## src/rtl/tcdm_bank_adapter.sv

```systemverilog
// Per-bank TCDM target endpoint: turns valid/ready requests into fixed-latency SRAM
// accesses and returns tagged read data through a credit-protected response FIFO.

module tcdm_bank_adapter_chk (
   input logic clk_i,
   input logic rst_i,
   input logic push,
   input logic pop,
   input logic full
);

   // Credits guarantee a free slot for every returning read.
   a_no_overflow: assert property (@(posedge clk_i) disable iff (rst_i) !(push && full && !pop));

endmodule

module tcdm_bank_adapter #(
   parameter int unsigned NumIn = 4,
   parameter int unsigned AddrWidth = 10,
   parameter int unsigned DataWidth = 32,
   parameter int unsigned MemLatency = 1,
   parameter int unsigned RespDepth = 3,
   localparam int unsigned IniAddrWidth = (NumIn > 1) ? $clog2(NumIn) : 1,
   localparam int unsigned BeWidth = DataWidth / 8
) (
   input  logic                    clk_i,
   input  logic                    rst_i,
   input  logic                    req_valid_i,
   output logic                    req_ready_o,
   input  logic [IniAddrWidth-1:0] req_ini_addr_i,
   input  logic [AddrWidth-1:0]    req_addr_i,
   input  logic                    req_we_i,
   input  logic [BeWidth-1:0]      req_be_i,
   input  logic [DataWidth-1:0]    req_wdata_i,
   output logic                    resp_valid_o,
   input  logic                    resp_ready_i,
   output logic [IniAddrWidth-1:0] resp_ini_addr_o,
   output logic [DataWidth-1:0]    resp_rdata_o,
   output logic                    mem_req_o,
   output logic                    mem_we_o,
   output logic [AddrWidth-1:0]    mem_addr_o,
   output logic [BeWidth-1:0]      mem_be_o,
   output logic [DataWidth-1:0]    mem_wdata_o,
   input  logic [DataWidth-1:0]    mem_rdata_i
);

   localparam int unsigned PtrWidth = (RespDepth > 1) ? $clog2(RespDepth) : 1;
   localparam int unsigned CntWidth = (RespDepth > 0) ? $clog2(RespDepth + 1) : 1;
   localparam logic [PtrWidth-1:0] PtrLast = PtrWidth'(RespDepth - 1);
   localparam logic [PtrWidth-1:0] PtrOne  = PtrWidth'(1);
   localparam logic [CntWidth-1:0] CntMax  = CntWidth'(RespDepth);
   localparam logic [CntWidth-1:0] CntOne  = CntWidth'(1);

   if ((MemLatency < 1) || (MemLatency > 4)) begin : g_bad_latency
      $fatal(1, "tcdm_bank_adapter: MemLatency must be within 1..4");
   end
   if (RespDepth < 1) begin : g_bad_depth
      $fatal(1, "tcdm_bank_adapter: RespDepth must be at least 1");
   end
   if ((DataWidth % 8) != 0) begin : g_bad_width
      $fatal(1, "tcdm_bank_adapter: DataWidth must be a multiple of 8");
   end

   function automatic logic [PtrWidth-1:0] ptr_inc(input logic [PtrWidth-1:0] p);
      return (p == PtrLast) ? {PtrWidth{1'b0}} : p + PtrOne;
   endfunction

   logic                    accept_s, rd_accept_s, push_s, pop_s, full_s;
   logic [CntWidth-1:0]     cnt_r, cnt_nxt_s, fill_r, fill_nxt_s;
   logic                    ready_r, valid_r;
   logic [MemLatency-1:0]   vld_pipe_r;
   logic [IniAddrWidth-1:0] tag_pipe_r [MemLatency];
   logic [PtrWidth-1:0]     wptr_r, rptr_r;
   logic [IniAddrWidth-1:0] fifo_ini_r [RespDepth];
   logic [DataWidth-1:0]    fifo_data_r [RespDepth];

   assign accept_s    = req_valid_i & ready_r;
   assign rd_accept_s = accept_s & ~req_we_i;
   assign push_s      = vld_pipe_r[MemLatency-1];
   assign pop_s       = valid_r & resp_ready_i;
   assign full_s      = (fill_r == CntMax);

   assign mem_req_o   = accept_s;
   assign mem_we_o    = accept_s & req_we_i;
   assign mem_be_o    = accept_s ? req_be_i : {BeWidth{1'b0}};
   assign mem_addr_o  = req_addr_i;
   assign mem_wdata_o = req_wdata_i;

   assign req_ready_o     = ready_r;
   assign resp_valid_o    = valid_r;
   assign resp_ini_addr_o = fifo_ini_r[rptr_r];
   assign resp_rdata_o    = fifo_data_r[rptr_r];

   // Next credit count and FIFO occupancy.
   always_comb begin
      cnt_nxt_s  = cnt_r;
      fill_nxt_s = fill_r;
      case ({rd_accept_s, pop_s})
         2'b10:   cnt_nxt_s = cnt_r + CntOne;
         2'b01:   cnt_nxt_s = cnt_r - CntOne;
         default: cnt_nxt_s = cnt_r;
      endcase
      case ({push_s, pop_s})
         2'b10:   fill_nxt_s = fill_r + CntOne;
         2'b01:   fill_nxt_s = fill_r - CntOne;
         default: fill_nxt_s = fill_r;
      endcase
   end

   // Credits, handshake flags and read tag pipeline.
   always_ff @(posedge clk_i) begin
      if (rst_i) begin
         cnt_r      <= {CntWidth{1'b0}};
         fill_r     <= {CntWidth{1'b0}};
         ready_r    <= 1'b1;
         valid_r    <= 1'b0;
         vld_pipe_r <= {MemLatency{1'b0}};
         for (int i = 0; i < MemLatency; i++) tag_pipe_r[i] <= {IniAddrWidth{1'b0}};
      end else begin
         cnt_r         <= cnt_nxt_s;
         fill_r        <= fill_nxt_s;
         ready_r       <= (cnt_nxt_s < CntMax);
         valid_r       <= (fill_nxt_s != {CntWidth{1'b0}});
         vld_pipe_r[0] <= rd_accept_s;
         tag_pipe_r[0] <= req_ini_addr_i;
         for (int i = 1; i < MemLatency; i++) begin
            vld_pipe_r[i] <= vld_pipe_r[i-1];
            tag_pipe_r[i] <= tag_pipe_r[i-1];
         end
      end
   end

   // Response FIFO storage; a push into the slot being popped is safe since the head is read before the edge.
   always_ff @(posedge clk_i) begin
      if (rst_i) begin
         wptr_r <= {PtrWidth{1'b0}};
         rptr_r <= {PtrWidth{1'b0}};
         for (int i = 0; i < RespDepth; i++) begin
            fifo_ini_r[i]  <= {IniAddrWidth{1'b0}};
            fifo_data_r[i] <= {DataWidth{1'b0}};
         end
      end else begin
         if (push_s) begin
            fifo_ini_r[wptr_r]  <= tag_pipe_r[MemLatency-1];
            fifo_data_r[wptr_r] <= mem_rdata_i;
            wptr_r              <= ptr_inc(wptr_r);
         end
         if (pop_s) begin
            rptr_r <= ptr_inc(rptr_r);
         end
      end
   end

   tcdm_bank_adapter_chk u_chk (
      .clk_i (clk_i),
      .rst_i (rst_i),
      .push  (push_s),
      .pop   (pop_s),
      .full  (full_s)
   );

endmodule

```

## config.mk

```make
export PLATFORM = sky130hd
export DESIGN_NAME = tcdm_bank_adapter
export DESIGN_NICKNAME = d
export VERILOG_FILES = /design/src/rtl/tcdm_bank_adapter.sv
export SDC_FILE = /design/constraint.sdc
export NUM_CORES = 1
export LEC_CHECK = 0
export CAP_MARGIN = 0
export CORE_UTILIZATION = 40
export CTS_BUF_LIST = sky130_fd_sc_hd__clkbuf_4
export CTS_CLUSTER_SIZE = 8
export DETAILED_ROUTE_END_ITERATION = 10
export PLACE_DENSITY_LB_ADDON = 0.05
export SLEW_MARGIN = 0
export SYNTH_ARGS = -nofsm -noshare
export SYNTH_HDL_FRONTEND = slang
export SYNTH_SLANG_ARGS = --single-unit
```

## constraint.sdc

```tcl
create_clock -name clk_i -period 2.8 [get_ports clk_i]
set_input_delay 0.28 -clock clk_i [delete_from_list [all_inputs] [get_ports clk_i]]
set_output_delay 0.28 -clock clk_i [all_outputs]
set_load 0.005 [all_outputs]
```

==> summary.txt <==
Synth
  • Post-Syn Instances: 406
  • Post-synth design cell area: 6700 um^2
  • Cell taking the most area after synthesis: edfxtp_1
  • Yosys reg bits: between 150 and 200
  • Post-synth top area share: 0.609
  • Ranking of synthesized cells by area: edfxtp_1, mux4_2, and2_1
  • FFs w/ async S/R, synth: 0
  • Synth Warn #: 0
  • Post-synth EDFFs: 136
  • Mapped Nets: 493
  • Synthesized area per cell: 16.5 um^2
  • Sequential share of the synthesized area: 0.654
  • Top_reg_cell synth: edfxtp_1
  • Unique masters post-synth: 33

Final layout
  • Share of layout cells above drive strength 1: 0.180
  • Final non-filler cell total: 688
  • Reg area: 4390 um^2
  • # fillers: 1393
  • Most frequent cells in the layout: edfxtp_1, and2_1, clkdlybuf4s50_1
  • Ant diodes: 0
  • Commonest non-fill, non-tap cell in the layout: edfxtp_1
  • Multi-input logic area: roughly 1800 um^2
  • Layout Nets: 546
  • P&R area growth vs syn: 15.6%

Drt
  • Antenna Violating Nets Remaining: 0
  • Drt drc: 0
  • Drt total wl: about 13000 um
  • Vias: 3362
  • WL/cell: 18.5 um
  • Via density: 4.89
  • DR iter-0 viols: 161
  • DRT Pass-1 Iters: 4

Clock tree
  • H-tree depth: 4
  • Clock sinks: 151
  • Hold_buf cts: 0
  • Reg clk slew, reported paths: 0.13 ns
  • Largest buffer count on any clock path: 2
  • CTS Buf Count: 17
  • Clk_lat worst skew: 0.54 ns
  • CTS root buf: clkbuf_4
  • CTS tree: built

Flow run
  • Max-cap violations: 0

Power
  • Net Sw Power: 1010 uW
  • Clock network fraction of total power: 0.307
  • Power per cell area: 561 nW/um^2
  • Internal power: about 3300 uW
  • Worst VDD drop: 0.243 mV
  • Flop pwr share: 0.590
  • Sw Ratio: 0.233
  • LEAKAGE: 0.00268 uW
  • Total power: roughly 4300 uW
  • Combinational share of power: 0.103

STA
  • Period minus WS final: about 2.6 ns
  • TNS Setup: 0 ns
  • Max-slew violation count: 0
  • Endpoints failing setup: 0
  • RSZ-0062 raised after global routing: false
  • Setup WS post-layout: around 0.24 ns
  • Tcrit/Tclk final: 0.913
  • Relative slew slack: 0.405
  • Worst Tran Pin Value: 0.891 ns
  • F_max: 391 MHz
  • Fin. Hold Viols: 0
  • Setup Skew: 0.00910 ns

Worst setup path
  • Max incr delay on CP: between 0.6 and 0.7 ns
  • Crit path max fanout: 13
  • CP Data Arrival Time: 2.28 ns
  • Crit Path Class: reg -> out
  • Worst Path Required: around 2.5 ns
  • CP startpoint kind: register
  • Worst R2R Path Depth: 3
  • Worst Setup End Kind: output port
  • CP Cell Sequence: buf_4, mux4_1, clkdlybuf4s50_1
  • Crit-path slowest cell: mux4_1

Floorplanning
  • Die area: 17300 um^2
  • Die Y-Extent: about 130 um
  • Initial Util: 0.416
  • Core area: 16100 um^2
  • Die X-Extent: between 100 and 150 um
  • Row cnt: 46
  • # IOs: between 150 and 200

Global routing
  • First-pass GRT wire length: 20200 um
  • Antenna violations before repair: 0
  • GR Util met3: 0.0440
  • All-layer global routing usage: 0.157
  • Pin count of the biggest net entering global routing: 35
  • M1 GR Usage: 0.183
  • Vias in the first global route: approximately 3.6k
  • Total gr overflow: 0
  • GR peak layer: met2
  • Met2 Track Usage GR: 0.270

Place
  • Gp weighted congestion: just under 0.7
  • Place WS: roughly 0.52 ns
  • Placed cells: 656
  • Port bufs: 84
  • HPWL Detailed: 7640 um

Hold path
  • Hold path cells: 2
  • Hold crit path type: in -> reg

Run status
  • Status: finished clean
sequential cells by signal (all words and copies together) (netlist names), named ones only:
register and cells:
push_s 1, fill_r 2, req_ready_o 1, fifo_data_r 128
resp_valid_o 1, rptr_r 2, wptr_r 2, cnt_r 2
fifo_ini_r 8, tag_pipe_r 2
path summary, 6_finish.rpt:
path                                   startpoint                  to  slack, ns
worst max-delay path                     register    resp_rdata_o[25]       0.24
worst min-delay path            req_ini_addr_i[0]    tag_pipe_r[0][0]       0.29
worst max register to register             push_s  fifo_data_r[2][22]       0.89
worst min register to register   tag_pipe_r[0][1]    fifo_ini_r[3][1]       0.49
worst max-delay path: cells and delay by family (launching register included):
family,cells,cell delay (ns)
multiplexers,1,0.63
buffers and inverters,2,0.75
flip-flops,1,0.36
what timing repair did:
action / in CTS / in global routing
endpoints found under the setup margin: 0 / 1
gates resized for setup: 0 / 1
setup buffers: 0 / 0
layer usage:
layer,vias to the layer above,wire (um)
met2,89,6440
met1,1681,5370
li1,1551,-
met5,-,0
met3,41,617
met4,0,310
logic make-up (layout without fill, tap and decap cells):
logic type	Yosys count	after routing	share of synthesized area
compound gates	10	10	0.00896
xor+xnor	6	6	0.00784
fa+ha+maj	2	2	0.00373
buf+inv	64	130	0.0760
flops	151	151	0.654
mux	36	36	0.119
simple gates	137	137	0.130
power groups by stage:
stage	logic, uW	clock network, uW	registers (uW)
finish	448	1330	2570
global placement	455	0	2620
global route	487	1460	2580
detailed placement	458	0	2620
CTS	461	1380	2570
floorplan	277	0	2610
synthesized netlist by cell type, types with 3 or more instances:
| master | number |
|---|---|
| nand2_1 | 4 |
| a21oi_1 | 4 |
| buf_2 | 8 |
| nor2_1 | 8 |
| buf_4 | 42 |
| and2_1 | 103 |
| mux4_2 | 30 |
| buf_6 | 7 |
| mux4_1 | 4 |
| nor2b_1 | 3 |
| and3_1 | 5 |
| xnor2_1 | 4 |
| buf_12 | 3 |
| edfxtp_1 | 136 |
| nand2b_1 | 3 |
| dfxtp_1 | 15 |
per-stage QoR:
stage	hold slack [ns]	cell area (um^2)	util
floorplan	0.379	6700	-
global placement	0.464	7460	0.463
detailed placement	0.477	7460	0.463
CTS	0.235	7740	0.481
global route	0.238	7750	0.481
finish	0.286	7750	0.481
layout make-up:
type                    count  share of cell area
clock buffers              17              0.0165
clock inverters            15              0.0200
inverters                   2            0.000969
multi-input cells         191               0.238
flip-flops and latches    151               0.566
well taps                 216              0.0349
repair buffers             96               0.124
Note: power is estimated with default switching activity, not from simulation.
